`src/rtl/seq_pkg.sv`:
```
// Shared definitions for the fetch/execute step sequencer: microword field
// positions, bus-source encodings, fetch step numbers and the strobe bundle.
package seq_pkg;

    localparam int UW_RT     = 15;
    localparam int UW_INC    = 14;
    localparam int UW_JMP    = 13;
    localparam int UW_JZ     = 12;
    localparam int UW_JNZ    = 11;
    localparam int UW_HLT    = 10;
    localparam int UW_SRC_HI = 9;
    localparam int UW_SRC_LO = 7;
    localparam int UW_EXT_HI = 6;
    localparam int UW_EXT_LO = 0;

    typedef enum logic [2:0] {
        SRC_NONE = 3'd0,
        SRC_PC   = 3'd1,
        SRC_MEM  = 3'd2,
        SRC_EXT  = 3'd3
    } src_e;

    localparam int T_FETCH0 = 0;
    localparam int T_FETCH1 = 1;

    typedef struct packed {
        logic       pc_en_bar;
        logic       pc_load_bar;
        logic       pc_inc;
        logic       mar_load;
        logic       mem_en;
        logic       ir_load;
        logic       ext_en;
        logic [6:0] ext_ctl;
    } strobes_t;

    // Sources 4-7 have no driver behind them.
    function automatic logic src_is_reserved(input logic [2:0] src);
        return src[2];
    endfunction

endpackage

```
`src/rtl/useq_decode.sv`:
```
// Combinational step decoder: turns the current T-state and microword into
// datapath strobes, plus illegal/halt/end-of-instruction indications.
module useq_decode
    import seq_pkg::*;
#(
    parameter int TW = 3
) (
    input  logic [TW-1:0] i_tstate,
    input  logic [15:0]   i_uword,
    input  logic          i_flag_z,
    input  logic          i_wait_req,
    input  logic          i_halted,
    input  logic          i_reset,
    output strobes_t      o_strobes,
    output logic          o_illegal,
    output logic          o_halt,
    output logic          o_rt
);

    logic [2:0] w_src;
    logic       w_take;
    logic       w_bad;

    assign w_src  = i_uword[UW_SRC_HI:UW_SRC_LO];
    assign w_take = i_uword[UW_JMP] | (i_uword[UW_JZ] & i_flag_z) | (i_uword[UW_JNZ] & ~i_flag_z);
    // A taken load from the PC's own bus value is as meaningless as a reserved source.
    assign w_bad  = src_is_reserved(w_src) | (w_take & (w_src == SRC_PC));

    always_comb begin
        o_strobes             = '0;
        o_strobes.pc_en_bar   = 1'b1;
        o_strobes.pc_load_bar = 1'b1;
        o_illegal             = 1'b0;
        o_halt                = 1'b0;
        o_rt                  = 1'b0;

        if (!(i_reset || i_halted)) begin
            if (i_tstate == TW'(T_FETCH0)) begin
                o_strobes.pc_en_bar = 1'b0;
                o_strobes.mar_load  = ~i_wait_req;
            end else if (i_tstate == TW'(T_FETCH1)) begin
                o_strobes.mem_en  = 1'b1;
                o_strobes.ir_load = ~i_wait_req;
                o_strobes.pc_inc  = ~i_wait_req;
            end else begin
                o_illegal         = w_bad;
                o_strobes.ext_ctl = i_uword[UW_EXT_HI:UW_EXT_LO];
                if (!w_bad) begin
                    case (w_src)
                        SRC_PC:  o_strobes.pc_en_bar = 1'b0;
                        SRC_MEM: o_strobes.mem_en    = 1'b1;
                        SRC_EXT: o_strobes.ext_en    = 1'b1;
                        default: ;
                    endcase
                end
                // Edge-effective strobes fire only on the cycle the stall lifts.
                if (!i_wait_req) begin
                    if (w_take && !w_bad) begin
                        o_strobes.pc_load_bar = 1'b0;
                    end else begin
                        o_strobes.pc_inc = i_uword[UW_INC];
                    end
                    o_halt = i_uword[UW_HLT];
                    o_rt   = i_uword[UW_RT];
                end
            end
        end
    end

endmodule

```
`src/rtl/fetch_sequencer.sv`:
```
// T-state sequencer for the CPU control path: owns the step counter, halt
// state and sticky microcode error, and exposes the decoded strobes.
module fetch_sequencer
    import seq_pkg::*;
#(
    parameter int NSTEPS = 8,
    parameter int TW     = 3
) (
    input  logic            clk,
    input  logic            reset,
    input  logic [7:0]      opcode,
    input  logic [15:0]     uword,
    input  logic            flag_z,
    input  logic            wait_req,
    input  logic            resume,
    output logic [8+TW-1:0] uaddr,
    output logic [TW-1:0]   tstate,
    output logic            pc_en_bar,
    output logic            pc_load_bar,
    output logic            pc_inc,
    output logic            mar_load,
    output logic            mem_en,
    output logic            ir_load,
    output logic            ext_en,
    output logic [6:0]      ext_ctl,
    output logic            halted,
    output logic            ucode_err
);

    logic [TW-1:0] r_tstate;
    logic          r_halted;
    logic          r_ucode_err;

    strobes_t      w_strobes;
    logic          w_illegal;
    logic          w_halt;
    logic          w_rt;

    useq_decode #(.TW(TW)) u_decode (
        .i_tstate   (r_tstate),
        .i_uword    (uword),
        .i_flag_z   (flag_z),
        .i_wait_req (wait_req),
        .i_halted   (r_halted),
        .i_reset    (reset),
        .o_strobes  (w_strobes),
        .o_illegal  (w_illegal),
        .o_halt     (w_halt),
        .o_rt       (w_rt)
    );

    // Halt parks the counter at T0 so resume restarts with a clean fetch.
    always_ff @(posedge clk) begin
        if (reset) begin
            r_tstate    <= '0;
            r_halted    <= 1'b0;
            r_ucode_err <= 1'b0;
        end else begin
            if (w_illegal) begin
                r_ucode_err <= 1'b1;
            end
            if (r_halted) begin
                if (resume) begin
                    r_halted <= 1'b0;
                end
            end else if (!wait_req) begin
                if (w_halt) begin
                    r_halted <= 1'b1;
                    r_tstate <= '0;
                end else if (w_rt || r_tstate == TW'(NSTEPS - 1)) begin
                    r_tstate <= '0;
                end else begin
                    r_tstate <= r_tstate + 1'b1;
                end
            end
        end
    end

    assign uaddr       = {opcode, r_tstate};
    assign tstate      = r_tstate;
    assign halted      = r_halted;
    assign ucode_err   = r_ucode_err;
    assign pc_en_bar   = w_strobes.pc_en_bar;
    assign pc_load_bar = w_strobes.pc_load_bar;
    assign pc_inc      = w_strobes.pc_inc;
    assign mar_load    = w_strobes.mar_load;
    assign mem_en      = w_strobes.mem_en;
    assign ir_load     = w_strobes.ir_load;
    assign ext_en      = w_strobes.ext_en;
    assign ext_ctl     = w_strobes.ext_ctl;

endmodule

```
`config.mk`:
```
export PLATFORM = sky130hd
export DESIGN_NAME = fetch_sequencer
export DESIGN_NICKNAME = d
export VERILOG_FILES = /design/src/rtl/seq_pkg.sv /design/src/rtl/useq_decode.sv /design/src/rtl/fetch_sequencer.sv
export SDC_FILE = /design/constraint.sdc
export NUM_CORES = 1
export LEC_CHECK = 0
export CAP_MARGIN = 10
export CORE_UTILIZATION = 29
export DETAILED_ROUTE_END_ITERATION = 10
export PLACE_DENSITY = 0.81
export SLEW_MARGIN = 20
export SYNTH_ARGS = -nofsm -noshare
export SYNTH_HDL_FRONTEND = slang
export SYNTH_SLANG_ARGS = --single-unit
export TNS_END_PERCENT = 20
```
`constraint.sdc`:
```
create_clock -name clk -period 3.3 [get_ports clk]
set_clock_uncertainty 0.1 [all_clocks]
set_input_delay 0.99 -clock clk [delete_from_list [all_inputs] [get_ports clk]]
set_output_delay 0.99 -clock clk [all_outputs]
set_load 0.02 [all_outputs]
```
==> metrics.txt <==
outcome=finished clean; Worst path max stage delay=0.42 ns; area delta synth->final=90.44%; drt total wl=1600 um; CTS tree=yes; endpoints failing setup=0; Max IR drop VDD=0.1914 mV; CP required=2.21 ns; postcts setup bufs=0; critical path class=input pin to primary output; ANT nets after route=0; worst hold slack=0.3421 ns; vias in the first global route=between 500 and 600; Max Freq=304.9 MHz; Syn Inst Count=65; CTS Root Cell=clkbuf_4; Yosys warning total=0; largest net degree at the start of global routing=10; CP cell instances=clkdlybuf4s50_1 -> buf_4 -> nand4b_1 -> a211o_2 -> buf_6; post-synthesis sequential area ratio=18.65%; MaxCap Viol Count=0; Synth Cell Area=536.8 um^2; GRT busiest layer=met2; post-DR vias/cell=roughly 4.5; worst slew pin tran=0.2632 ns; largest cells by area after synthesis=dfxtp_1 19%, buf_4 15%, ha_1 9.3%, and3_1 8.2%, nor3_2 3.7%; Slew headroom=82.43%; Worst-Skew Late Latency=0.25 ns; average size of a mapped cell=8.258 um^2; die span in x=45.02 um; top cell type by total area after synthesis=dfxtp_1; critical path endpoint category=primary output; Unique masters post-synth=28; P per Cell Area=a little under 300 nW/um^2; Worst Setup Start Kind=input pin; CP startpoint=uword[9]; Tot Pwr=approximately 300 uW; Pleak=0.0005184 uW; M2 GR Usage=26.96%; hold_buf cts=0; critical path fanouts, max=4; initial antenna violation count=0; Initial Util=31.09%; first-pass GRT wire length=2408 um; RSZ-0062 raised after global routing=true; Tmin final=3.280 ns; area of the core=1727 um^2; IO Port Bufs=42; 1st-iter DRT viols=9; drt drc=0; r2r setup slk=1.57 ns; H-tree level count=1; FF-to-FF Start=tstate[0]; CP max stage cell=clkdlybuf4s50_1; Bufs on Longest Clock Path=2; GR Layer Usage met1=19.76%; data arrival time of the worst path=roughly 2.2 ns; DP HPWL=1271 um; Reg clk slew, reported paths=roughly 0.04 ns; Worst Hold Launch=ucode_err; max-slew violations=0; syn nets=98; M3 GR Usage=under 10%; Ports=59; HP Class=flip-flop to flip-flop; grt ovf=0; detailed-route via count=a little over 600; area of the multi-input gates=399.1 um^2; Die Ht=~45 um; Final Wtd Congestion=roughly 0.68; fillers=~170; DIE AREA=roughly 2000 um^2; Final period util=99.38%; CTS buffer count=3; Inserted Diodes=0; FF/Latch Area=roughly 100 um^2; drt first pass iters=4; FP Rows=15; Final nets=between 100 and 150; # clock sinks=5; DR WL/cell=11.85 um; Yosys reg bits=5; Yosys top cell area share=between 10% and 20%; fraction of layout cells with a size suffix above 1=38.18%; GR Util All Layers=approximately 16%; Fin. Hold Viols=0
[critical path: cells and delay by family]
kind	cells	cell delay (ns)
buffers and inverters	3	0.71
AOI/OAI and AO/OA	1	0.31
and+or+nand+nor	1	0.17
[cell usage in the layout, fill, tap and decap left out, types with 2 or more instances in the layout]
cell              n
buf_2             9
nand2b_1          2
nor2b_4           2
dfxtp_1           5
and3_1            7
nand4b_1          2
ha_1              4
a22o_1            2
and2_4            2
clkbuf_4          3
inv_1             4
clkdlybuf4s50_1  20
dlygate4sd2_1     5
buf_4            12
buf_6             3
nor3_4            3
nor2_1            4
dlymetal6s2s_1    3
[layout make-up]
type | instances | share of cell area [%]
flip-flops and latches | 5 | 9.792
repair buffers | 52 | 44.06
multi-input cells | 45 | 39.05
clock buffers | 4 | 2.570
well taps | 25 | 3.060
inverters | 4 | 1.469
[synthesized netlist by cell type]
master     n
nand4b_1   2
and4b_1    1
or3_4      1
o21bai_1   1
o21ai_1    1
ha_1       4
and3_1     7
nor3_2     2
o21bai_2   1
dfxtp_1    5
a21oi_1    2
o31a_1     1
a32oi_1    1
nor3_1     2
nand2_1    1
or3b_2     1
a211o_2    1
o21a_1     1
nand3b_1   1
buf_4     11
nor2b_1    2
and2_1     2
mux2_2     1
nand2b_1   2
a22o_1     2
nor2_2     1
nor2_1     4
inv_1      4
[sequential cells by signal, summed over array words and instances (netlist names)]
signal and count:
tstate 3, halted 1, ucode_err 1
[layer usage]
layer | up-vias | wire length [um]
li1 | 312 | -
met1 | 274 | 691
met2 | 18 | 792
met3 | 5 | 77
met4 | 0 | 39
met5 | - | 0
[stage by stage]
step | setup TNS [ns] | cell area [um^2] | util (%) | instances | setup WS [ns]
2_1_floorplan | 0 | 536.8 | - | 65 | 0.1847
3_3_place_gp | -6.574 | 980.9 | 56.81 | 131 | -0.5516
3_5_place_dp | -6.746 | 980.9 | 56.81 | 131 | -0.5924
4_1_cts | -0.008452 | 998.5 | 57.83 | 135 | -0.008452
5_1_grt | -0.02582 | 1022 | 59.20 | 135 | -0.02582
6_report | 0 | 1022 | 59.20 | 135 | 0.02032
[power breakdown]
part / internal (uW) / leakage [uW] / switching, uW
clock: 45.9 / 0.0000150 / 27.4
sequential: 65.1 / 0.0000407 / 5.57
combinational: 79.3 / 0.000463 / 71.9
total: 190 / 0.000518 / 105
[final timing paths]
path / to / cells after the start
setup / recovery: pc_en_bar / 5
hold reg to reg: ucode_err / 2
setup reg to reg: tstate[0] / 7
hold / removal: ucode_err / 2
[kinds of logic (layout without fill, tap and decap cells)]
logic type,count (synthesis),in the layout,share of synthesized area [%]
and+or+nand+nor,29,29,35.66
buffers and inverters,15,60,18.18
muxes,1,1,2.098
adders and majority gates,4,4,9.324
AOI/OAI and AO/OA,11,11,16.09
DFF,5,5,18.65
[what timing repair did]
item | in CTS | in global routing
setup endpoints to repair | 14 | 13
gates cloned | 0 | 0
gates resized for setup | 78 | 8
endpoints found under the hold margin | 0 | 0
pin swaps | 8 | 1
Note: power is estimated with default switching activity, not from simulation.
